### src/rtl/fb_rect_fill_if.sv
// Command and pixel-write bundle between a drawing client, the rectangle fill
// engine and the framebuffer write port.
interface fb_rect_fill_if;
   logic       CMD_VALID;
   logic       CMD_READY;
   logic [9:0] CMD_X0;
   logic [9:0] CMD_X1;
   logic [9:0] CMD_Y0;
   logic [9:0] CMD_Y1;
   logic [7:0] CMD_COLOR;
   logic       WR_STALL;
   logic [9:0] PIX_HORIZONTAL;
   logic [9:0] PIX_VERTICAL;
   logic [7:0] PIX_COLOR;
   logic       PIX_WE;
   logic       BUSY;
   logic       DONE;

   modport master (
      output CMD_VALID, CMD_X0, CMD_X1, CMD_Y0, CMD_Y1, CMD_COLOR, WR_STALL,
      input  CMD_READY, PIX_HORIZONTAL, PIX_VERTICAL, PIX_COLOR, PIX_WE, BUSY, DONE
   );

   modport slave (
      input  CMD_VALID, CMD_X0, CMD_X1, CMD_Y0, CMD_Y1, CMD_COLOR, WR_STALL,
      output CMD_READY, PIX_HORIZONTAL, PIX_VERTICAL, PIX_COLOR, PIX_WE, BUSY, DONE
   );
endinterface

### src/rtl/fb_rect_fill.sv
// Rectangle fill engine: one clipped axis-aligned fill per command, one pixel
// write per unstalled cycle in raster order.
module fb_rect_fill #(
   parameter int unsigned HSIZE = 800,
   parameter int unsigned VSIZE = 600
) (
   input  logic           PIXEL_CLK,
   input  logic           RESET_N,
   fb_rect_fill_if.slave  fb
);

   typedef enum logic [1:0] {S_IDLE, S_SETUP, S_FILL, S_DONE} state_t;

   localparam logic [9:0] X_LIM = 10'(HSIZE - 1);
   localparam logic [9:0] Y_LIM = 10'(VSIZE - 1);

   state_t     state_q, state_d;
   logic [9:0] x0_q, x0_d, x1_q, x1_d, y0_q, y0_d, y1_q, y1_d;
   logic [7:0] color_q, color_d;
   logic [9:0] xmin_q, xmin_d, xmax_q, xmax_d, ymax_q, ymax_d;
   logic [9:0] pix_x_q, pix_x_d, pix_y_q, pix_y_d;
   logic [7:0] pix_c_q, pix_c_d;

   logic [9:0] x_lo, x_hi, y_lo, y_hi;
   logic       empty;
   logic       pix_we;

   always_ff @(posedge PIXEL_CLK or negedge RESET_N) begin
      if (!RESET_N) begin
         state_q <= S_IDLE;
         x0_q    <= '0;
         x1_q    <= '0;
         y0_q    <= '0;
         y1_q    <= '0;
         color_q <= '0;
         xmin_q  <= '0;
         xmax_q  <= '0;
         ymax_q  <= '0;
         pix_x_q <= '0;
         pix_y_q <= '0;
         pix_c_q <= '0;
      end else begin
         state_q <= state_d;
         x0_q    <= x0_d;
         x1_q    <= x1_d;
         y0_q    <= y0_d;
         y1_q    <= y1_d;
         color_q <= color_d;
         xmin_q  <= xmin_d;
         xmax_q  <= xmax_d;
         ymax_q  <= ymax_d;
         pix_x_q <= pix_x_d;
         pix_y_q <= pix_y_d;
         pix_c_q <= pix_c_d;
      end
   end

   // Corner ordering and clipping of the captured command.
   always_comb begin
      x_lo  = (x0_q < x1_q) ? x0_q : x1_q;
      x_hi  = (x0_q < x1_q) ? x1_q : x0_q;
      y_lo  = (y0_q < y1_q) ? y0_q : y1_q;
      y_hi  = (y0_q < y1_q) ? y1_q : y0_q;
      empty = (x_lo > X_LIM) || (y_lo > Y_LIM);
   end

   assign pix_we = (state_q == S_FILL) && !fb.WR_STALL;

   always_comb begin
      state_d = state_q;
      x0_d    = x0_q;
      x1_d    = x1_q;
      y0_d    = y0_q;
      y1_d    = y1_q;
      color_d = color_q;
      xmin_d  = xmin_q;
      xmax_d  = xmax_q;
      ymax_d  = ymax_q;
      pix_x_d = pix_x_q;
      pix_y_d = pix_y_q;
      pix_c_d = pix_c_q;
      unique case (state_q)
         S_IDLE: begin
            if (fb.CMD_VALID) begin
               x0_d    = fb.CMD_X0;
               x1_d    = fb.CMD_X1;
               y0_d    = fb.CMD_Y0;
               y1_d    = fb.CMD_Y1;
               color_d = fb.CMD_COLOR;
               state_d = S_SETUP;
            end
         end
         S_SETUP: begin
            xmin_d  = x_lo;
            xmax_d  = (x_hi > X_LIM) ? X_LIM : x_hi;
            ymax_d  = (y_hi > Y_LIM) ? Y_LIM : y_hi;
            pix_x_d = x_lo;
            pix_y_d = y_lo;
            pix_c_d = color_q;
            state_d = empty ? S_DONE : S_FILL;
         end
         S_FILL: begin
            // The final write leaves the counters at the last pixel so they never pass xmax/ymax.
            if (pix_we) begin
               if (pix_x_q == xmax_q) begin
                  if (pix_y_q == ymax_q) begin
                     state_d = S_DONE;
                  end else begin
                     pix_x_d = xmin_q;
                     pix_y_d = pix_y_q + 10'd1;
                  end
               end else begin
                  pix_x_d = pix_x_q + 10'd1;
               end
            end
         end
         S_DONE: state_d = S_IDLE;
         default: state_d = S_IDLE;
      endcase
   end

   assign fb.CMD_READY      = (state_q == S_IDLE);
   assign fb.BUSY           = (state_q != S_IDLE);
   assign fb.DONE           = (state_q == S_DONE);
   assign fb.PIX_WE         = pix_we;
   assign fb.PIX_HORIZONTAL = pix_x_q;
   assign fb.PIX_VERTICAL   = pix_y_q;
   assign fb.PIX_COLOR      = pix_c_q;

endmodule

### src/flat_wrapper.sv
// flat-port wrapper written by rule: the top's interface ports become plain ports
module fb_rect_fill_flat 
#(
   parameter int unsigned HSIZE = 800,
   parameter int unsigned VSIZE = 600
)
  (PIXEL_CLK, RESET_N, fb_CMD_VALID, fb_CMD_X0, fb_CMD_X1, fb_CMD_Y0, fb_CMD_Y1, fb_CMD_COLOR, fb_WR_STALL, fb_CMD_READY, fb_PIX_HORIZONTAL, fb_PIX_VERTICAL, fb_PIX_COLOR, fb_PIX_WE, fb_BUSY, fb_DONE);
  fb_rect_fill_if fb_i ();
  input  logic PIXEL_CLK;
  input  logic RESET_N;
  input wire logic [$bits(fb_i.CMD_VALID)-1:0] fb_CMD_VALID;
  input wire logic [$bits(fb_i.CMD_X0)-1:0] fb_CMD_X0;
  input wire logic [$bits(fb_i.CMD_X1)-1:0] fb_CMD_X1;
  input wire logic [$bits(fb_i.CMD_Y0)-1:0] fb_CMD_Y0;
  input wire logic [$bits(fb_i.CMD_Y1)-1:0] fb_CMD_Y1;
  input wire logic [$bits(fb_i.CMD_COLOR)-1:0] fb_CMD_COLOR;
  input wire logic [$bits(fb_i.WR_STALL)-1:0] fb_WR_STALL;
  output wire logic [$bits(fb_i.CMD_READY)-1:0] fb_CMD_READY;
  output wire logic [$bits(fb_i.PIX_HORIZONTAL)-1:0] fb_PIX_HORIZONTAL;
  output wire logic [$bits(fb_i.PIX_VERTICAL)-1:0] fb_PIX_VERTICAL;
  output wire logic [$bits(fb_i.PIX_COLOR)-1:0] fb_PIX_COLOR;
  output wire logic [$bits(fb_i.PIX_WE)-1:0] fb_PIX_WE;
  output wire logic [$bits(fb_i.BUSY)-1:0] fb_BUSY;
  output wire logic [$bits(fb_i.DONE)-1:0] fb_DONE;
  assign fb_i.CMD_VALID = fb_CMD_VALID;
  assign fb_i.CMD_X0 = fb_CMD_X0;
  assign fb_i.CMD_X1 = fb_CMD_X1;
  assign fb_i.CMD_Y0 = fb_CMD_Y0;
  assign fb_i.CMD_Y1 = fb_CMD_Y1;
  assign fb_i.CMD_COLOR = fb_CMD_COLOR;
  assign fb_i.WR_STALL = fb_WR_STALL;
  assign fb_CMD_READY = fb_i.CMD_READY;
  assign fb_PIX_HORIZONTAL = fb_i.PIX_HORIZONTAL;
  assign fb_PIX_VERTICAL = fb_i.PIX_VERTICAL;
  assign fb_PIX_COLOR = fb_i.PIX_COLOR;
  assign fb_PIX_WE = fb_i.PIX_WE;
  assign fb_BUSY = fb_i.BUSY;
  assign fb_DONE = fb_i.DONE;
  fb_rect_fill #(.HSIZE(HSIZE), .VSIZE(VSIZE)) u_core (.PIXEL_CLK(PIXEL_CLK), .RESET_N(RESET_N), .fb(fb_i));
endmodule
### config.mk
export PLATFORM = sky130hd
export DESIGN_NAME = fb_rect_fill_flat
export DESIGN_NICKNAME = d
export VERILOG_FILES = /design/src/rtl/fb_rect_fill_if.sv /design/src/rtl/fb_rect_fill.sv /design/src/flat_wrapper.sv
export SDC_FILE = /design/constraint.sdc
export NUM_CORES = 1
export LEC_CHECK = 0
export CAP_MARGIN = 10
export CORE_UTILIZATION = 46
export CTS_BUF_LIST = sky130_fd_sc_hd__clkbuf_8
export DETAILED_ROUTE_END_ITERATION = 10
export PLACE_DENSITY = 0.65
export SYNTH_ARGS = -nofsm -noshare
export SYNTH_HDL_FRONTEND = slang
export SYNTH_SLANG_ARGS = --single-unit
### constraint.sdc
create_clock -name PIXEL_CLK -period 3.1 [get_ports PIXEL_CLK]
set_clock_uncertainty 0.2 [all_clocks]
set_input_delay 0.31 -clock PIXEL_CLK [delete_from_list [all_inputs] [get_ports PIXEL_CLK]]
set_output_delay 0.31 -clock PIXEL_CLK [all_outputs]
set_load 0.1 [all_outputs]
==> PnR_summary.wiki, run 1 <==
{| class="wikitable"
! Metric !! Value
|-
| Outcome || complete, no violations
|-
| Final cycle utilization of the critical path || 95.0%
|-
| Share of post-route cells with drive strength above 1 || 23.9%
|-
| TritonCTS clock tree || done
|-
| Final HPWL DP || 11000 um
|-
| Initial antenna violation count || 0
|-
| Pin count of the biggest net entering global routing || 62
|-
| Layout Area Growth over Synthesis || 19.2%
|-
| Worst min-delay path startpoint || u_core.color_q[0]$_DFFE_PN0P_
|-
| Hold Crit Class || reg -> reg
|-
| Routed via count || 4826
|-
| Final setup violation count || 0
|-
| Maximum count of clock buffers along a single path || 2
|-
| Routed wire length || 15000 um
|-
| Worst reg2reg path endpoint || u_core.ymax_q[7]$_DFFE_PN0N_
|-
| Start point of the critical path || u_core.y1_q[7]$_DFFE_PN0P_
|-
| Clock-pin slew reported for the worst setup and hold paths after clock tree synthesis || 0.10 ns
|-
| Sequential fraction of the synthesis area || 43.6%
|-
| Required time of the critical path || 3.17 ns
|-
| Number of global-route vias before repair || 4661
|-
| Placeable core area || 0.0132 mm^2
|-
| Highest net fanout along the worst path || 15
|-
| Placer congestion estimate || 0.914
|-
| Root buf cell || clkbuf_8
|-
| Max-cap violation count || 0
|-
| Register bit total from synthesis || 108
|-
| TritonCTS Buffers || 9
|-
| YS warnings || 0
|-
| Async set or reset register ratio after synthesis || 100%
|-
| Total overflow reported by the global router || 0
|-
| Die Y || 118 um
|-
| Rel. slew slack || 48.5%
|-
| WHS Path Cells || 1
|-
| Crit path time final || 2.94 ns
|-
| Number of violations reported at the end of detailed-routing iteration 0 || 427
|-
| Number of clock sinks || 108
|-
| Number of distinct library cell variants in the gate-level netlist after synthesis || 59
|-
| N_diodes || 0
|-
| IO Port Bufs || 83
|-
| Fmax achieved || 340 MHz
|-
| Length in cells of the worst reg-to-reg path || 8
|-
| Ports || 84
|-
| Overall Global Routing Usage || 22.2%
|-
| Transition at the pin with the smallest max-transition slack || 0.773 ns
|-
| Netlist Area Pre-Place || 0.00619 mm^2
|-
| Kind of critical path || reg -> reg
|-
| Commonest non-fill, non-tap cell in the layout || dfrtp_1
|-
| Final number of max-transition violations || 0
|-
| Final nets || 736
|-
| EDFF count, synth || 0
|-
| RSZ-0062 raised after global routing || no
|-
| Hold Path Sink || u_core.color_q[0]$_DFFE_PN0P_
|-
| Core Rows || 42
|-
| DR DRC count || 0
|-
| Primary FF master, synth || dfrtp_1
|-
| Clock latency of the later-clocked register in the worst-skew pair || 0.37 ns
|-
| Fin Setup TNS || 0 ns
|-
| Wire length of the first global-routing pass || 24200 um
|-
| Via-per-instance ratio || 5.74
|-
| Effective utilization at floorplan || 47.0%
|-
| Clock H-tree levels || 3
|-
| Post-CTS setup-driven buffer insertion count || 0
|-
| Register-to-register path setup slack || 0.16 ns
|-
| Total die area || 0.0139 mm^2
|-
| Kind of capture point of the worst setup path || flop
|-
| Die W || 118 um
|-
| Avg Cell Area, Syn || 10.6 um^2
|-
| Highest-count cells in the layout ignoring fill and taps || dfrtp_1 (108), mux2_2 (63), clkdlybuf4s50_1 (50)
|-
| Net count after synthesis || 661
|-
| R2r startpoint || u_core.y1_q[7]$_DFFE_PN0P_
|-
| Data arrival at the endpoint of the critical path || 3.01 ns
|-
| Startpoint kind of the worst setup timing path || flop
|-
| Gate count after technology mapping || 585
|-
| Number of failing hold endpoints at the final stage || 0
|-
| First-pass DRT Iterations || 5
|-
| Number of antenna-violating nets in the routed design || 0
|-
| Routed wirelength normalized by instance count || 17.8 um
|}
per-layer routing:
layer  part of all wire, %  vias up  GRT usage [%]
met2                    43      167           31.6
met4                   1.2        0           7.45
met5                     0        -              0
met1                    50     2360           33.9
met3                   6.0       11           4.02
li1                      -     2288              -
cells by family after synthesis:
| logic type | Yosys count | share of synthesized area, % |
|---|---|---|
| buffers and inverters | 61 | 4.20 |
| AND/OR/NAND/NOR | 157 | 13.4 |
| adder cells (fa/ha/maj) | 24 | 4.85 |
| XOR/XNOR | 28 | 4.20 |
| multiplexers | 85 | 15.2 |
| AO/OA/AOI/OAI | 122 | 14.5 |
| flip-flops | 108 | 43.6 |
cell type report:
type	instances	area, um^2
clock buffer	10	138
clock inverter	6	68.8
fill	1187	5810
inverter	26	97.6
multi-input combinational	416	3240
sequential	108	2700
tap	176	220
timing repair buffer	99	921
state kept, by name, summed over array words and instances, names as in the netlist:
| register | flops |
|---|---|
| u_core.y1_q | 10 |
| u_core.fb.PIX_COLOR | 8 |
| u_core.x0_q | 10 |
| u_core.fb.PIX_VERTICAL | 10 |
| u_core.y0_q | 10 |
| u_core.x1_q | 10 |
| u_core.color_q | 8 |
| u_core.ymax_q | 10 |
| u_core.xmin_q | 10 |
| u_core.fb.PIX_HORIZONTAL | 10 |
| u_core.state_q | 2 |
| u_core.xmax_q | 10 |
repair_timing:
| action | CTS | global route |
|---|---|---|
| hold endpoints to repair | 55 | 0 |
| hold buffers | 1 | 0 |
| resized for setup | 0 | 0 |
worst max path at each step:
stage	to	slack [ns]	cells after the start
global route	u_core.ymax_q[7]$_DFFE_PN0N_	0.12	8
detailed placement	u_core.ymax_q[7]$_DFFE_PN0N_	0.24	8
finish	u_core.ymax_q[7]$_DFFE_PN0N_	0.16	8
global placement	u_core.ymax_q[8]$_DFFE_PN0N_	0.35	8
CTS	u_core.ymax_q[7]$_DFFE_PN0N_	0.23	8
floorplan	u_core.state_q[1]$_DFFE_PN0P_	0.11	5
critical path: stages (launching register included):
cell and delay [ns]:
dfrtp_1 0.39, inv_1 0.10, ha_1 0.32, a211oi_1 0.26
nor2_1 0.10, or3_1 0.47, nor2_4 0.37, mux2_2 0.40
a31o_2 0.25
stage by stage:
stage                     hold slack, ns  instance area, um^2  util (%)  cells  setup slack [ns]
after floorplan                   -0.186                 6190         -    585             0.112
after global placement             0.215                 7170      54.3    824             0.352
after detailed placement           0.211                 7170      54.3    824             0.243
after CTS                          0.308                 7380      56.0    841             0.227
after global routing               0.323                 7380      56.0    841             0.120
final                              0.312                 7380      56.0    841             0.156
synthesized netlist by cell type (3+ instances only):
cell type  count  area [um^2]
a211oi_1       7         52.6
a21o_1         3         22.5
a21oi_1       35          175
a221o_1        3         30.0
a31o_2         6         52.6
a31oi_1       12         75.1
a41o_1         3         30.0
a41oi_1        4         35.0
a41oi_2        5         81.3
buf_2          4         20.0
buf_4          3         22.5
clkbuf_1      25         93.8
dfrtp_1      108         2700
ha_1          24          300
inv_1         26         97.6
mux2_2        63          709
mux2i_1       20          200
nand2_1       26         97.6
nand2b_1       5         31.3
nand3_1       32          160
nand4_1        9         56.3
nor2_1        37          139
nor2b_1        8         50.1
nor3_1        14         70.1
nor4_2         3         37.5
o211ai_1       9         67.6
o21ai_0       16         80.1
or3_1          5         31.3
xnor2_1       11         96.3
xor2_1        15          131
Power of run 1 is not shown: default switching activity piles up to over one toggle a cycle in this logic, so the estimate is an artifact.
==> run 2: changes to the inputs <==
CORE_UTILIZATION = 33   (was 46)
DONT_BUFFER_PORTS = 1   (was not set)
PLACE_DENSITY = 0.43   (was 0.65)
clock period = 3.75 ns   (was 3.1 ns; I/O delays follow)
==> run 2 against run 1 <==
Compared with the run above: the flow now finishes with violations (design-rule violations); design area shrank 1.1%; sequential share of layout area rose by 0.41 points; first-iteration DRC count decreased by 27%; routed wire length grew 10%; critical path depth decreased by 1; register-to-register slack better by 0.47 ns; count of clock-buffer cells in the layout is the same; utilization fell by 16 points; critical path type unchanged.
==> PnR_summary.wiki, run 2 (synthesis results as in run 1) <==
{| class="wikitable"
! Metric !! Value
|-
| Outcome || finished with violations
|-
| Violations in the final reports || design-rule violations
|-
| RSZ-0062 raised after global routing || no
|-
| Cell count after placement || 814 (-1.2%)
|-
| N_diodes || 0 (unchanged)
|-
| Number of global-route vias before repair || 4630 (-0.67%)
|-
| Max-cap violation count || 0 (unchanged)
|-
| Kind of capture point of the worst setup path || flop
|-
| Number of failing hold endpoints at the final stage || 0 (unchanged)
|-
| Data arrival at the endpoint of the critical path || 3.16 ns (+0.15 ns)
|-
| Final number of max-transition violations || 0 (unchanged)
|-
| Die W || 139 um (+18%)
|-
| Filler cell count || 1759 (+48%)
|-
| Number of antenna-violating nets in the routed design || 0 (unchanged)
|-
| Commonest non-fill, non-tap cell in the layout || dfrtp_1
|-
| Kind of critical path || reg -> reg
|-
| Rel. slew slack || 36.4% (-12 points)
|-
| Overall Global Routing Usage || 17.6% (-4.7 points)
|-
| Fin Setup TNS || 0 ns (unchanged)
|-
| Fmax achieved || 320 MHz (-5.8%)
|-
| Root buf cell || clkbuf_8
|-
| Highest-count cells in the layout ignoring fill and taps || dfrtp_1 (108), mux2_2 (63), dlygate4sd3_1 (49)
|-
| Pin count of the biggest net entering global routing || 109 (+76%)
|-
| Via-per-instance ratio || 5.30 (-7.7%)
|-
| TritonCTS clock tree || done
|-
| Required time of the critical path || 3.78 ns (+0.61 ns)
|-
| Clock latency of the later-clocked register in the worst-skew pair || 0.39 ns (+0.02 ns)
|-
| Clock H-tree levels || 3 (unchanged)
|-
| Wire length of the first global-routing pass || 26500 um (+9.1%)
|-
| DR DRC count || 3 (+3)
|-
| Highest net fanout along the worst path || 7 (-8)
|-
| Core Rows || 49 (+17%)
|-
| Initial antenna violation count || 0 (unchanged)
|-
| First-pass DRT Iterations || 8 (+3)
|-
| Placer congestion estimate || 0.819 (-10%)
|-
| Maximum count of clock buffers along a single path || 2 (unchanged)
|-
| Clock-pin slew reported for the worst setup and hold paths after clock tree synthesis || 0.12 ns (+0.02 ns)
|-
| Number of violations reported at the end of detailed-routing iteration 0 || 310 (-27%)
|-
| Final HPWL DP || 11800 um (+6.8%)
|-
| Effective utilization at floorplan || 34.0% (-13 points)
|-
| Layout Area Growth over Synthesis || 17.9%
|-
| Startpoint kind of the worst setup timing path || flop
|-
| Crit path time final || 3.12 ns (+0.180 ns)
|-
| Non-filler cells, final || 880 (+4.6%)
|-
| Register-to-register path setup slack || 0.63 ns (+0.47 ns)
|-
| Ports || 84 (unchanged)
|-
| Total overflow reported by the global router || 0 (unchanged)
|-
| Routed wirelength normalized by instance count || 18.7 um (+5.2%)
|-
| Final setup violation count || 0 (unchanged)
|-
| Placeable core area || 0.0182 mm^2 (+38%)
|-
| Routed via count || 4662 (-3.4%)
|-
| Hold Crit Class || in -> reg
|-
| Total die area || 0.0193 mm^2 (+39%)
|-
| IO Port Bufs || 0 (-100%)
|-
| Final nets || 722 (-1.9%)
|-
| Routed wire length || 16500 um (+10%)
|-
| TritonCTS Buffers || 9 (unchanged)
|-
| Number of clock sinks || 108 (unchanged)
|-
| Transition at the pin with the smallest max-transition slack || 0.957 ns (+0.184 ns)
|-
| Share of post-route cells with drive strength above 1 || 22.6% (-1.3 points)
|-
| Final cycle utilization of the critical path || 83.3% (-12 points)
|-
| Die Y || 139 um (+18%)
|}
## run 2: cell count changes in the layout (fill, tap and decap cells not counted), sizes merged
cell           delta
buf              -12
bufinv            -1
clkdlybuf4s50    -50
clkinv            +1
dlygate4sd3      +48
## run 2: per-stage QoR
step | hold WS, ns | worst slack, ns | utilization [%] | instance area [um^2]
6_report | 0.0324 | 0.626 | 40.1 | 7300
5_1_grt | 0.0180 | 0.474 | 40.1 | 7300
4_1_cts | 0.0148 | 0.613 | 40.1 | 7300
3_5_place_dp | -0.114 | 0.663 | 36.2 | 6600
3_3_place_gp | -0.114 | 0.691 | 36.2 | 6600
2_1_floorplan | -0.121 | 0.762 | - | 6190
## run 2: final cells by class
class | instances | area (um^2) | share of cell area (%)
clock buffers | 10 | 138 | 1.88
clock inverters | 6 | 47.5 | 0.651
inverters | 26 | 97.6 | 1.34
multi-input cells | 416 | 3240 | 44.3
flip-flops and latches | 108 | 2700 | 37.0
well taps | 229 | 287 | 3.92
repair buffers | 85 | 793 | 10.9
## run 2: path summary, 6_finish.rpt
check,to,depth (start not counted),from
setup / recovery,u_core.state_q[0]$_DFFE_PN0P_,7,u_core.y1_q[5]$_DFFE_PN0P_
hold / removal,u_core.state_q[1]$_DFFE_PN0P_,2,fb_CMD_VALID
setup reg to reg,u_core.state_q[0]$_DFFE_PN0P_,7,u_core.y1_q[5]$_DFFE_PN0P_
hold reg to reg,u_core.fb.PIX_COLOR[2]$_DFFE_PN0N_,1,u_core.color_q[2]$_DFFE_PN0P_
max in group asynchronous,u_core.color_q[2]$_DFFE_PN0P_,2,RESET_N
min in group asynchronous,u_core.fb.PIX_HORIZONTAL[0]$_DFFE_PN0P_,2,RESET_N
## run 2: worst max-delay path: stages (launching register included)
cell and delay (ns):
dfrtp_1 0.45, inv_1 0.10, ha_1 0.30, a41oi_1 0.14, nor3_1 0.78, nor3_1 0.16, o41ai_1 0.65, a41oi_1 0.19
## run 2: what timing repair did
action	4_1_cts	5_1_grt
gates resized for setup	0	0
hold buffers	50	0
hold endpoints to repair	156	0
buffers inserted	0	0
## run 2: per-layer routing
layer / global-route usage (%) / share of wire (%) / up-vias / routed length, um
li1: - / - / 2256 / -
met1: 26.6 / 53 / 2285 / 8750
met2: 24.3 / 40 / 108 / 6590
met3: 3.87 / 5.4 / 13 / 884
met4: 5.73 / 1.4 / 0 / 238
met5: 0 / 0 / - / 0
Power of run 2 is left out for the same reason.
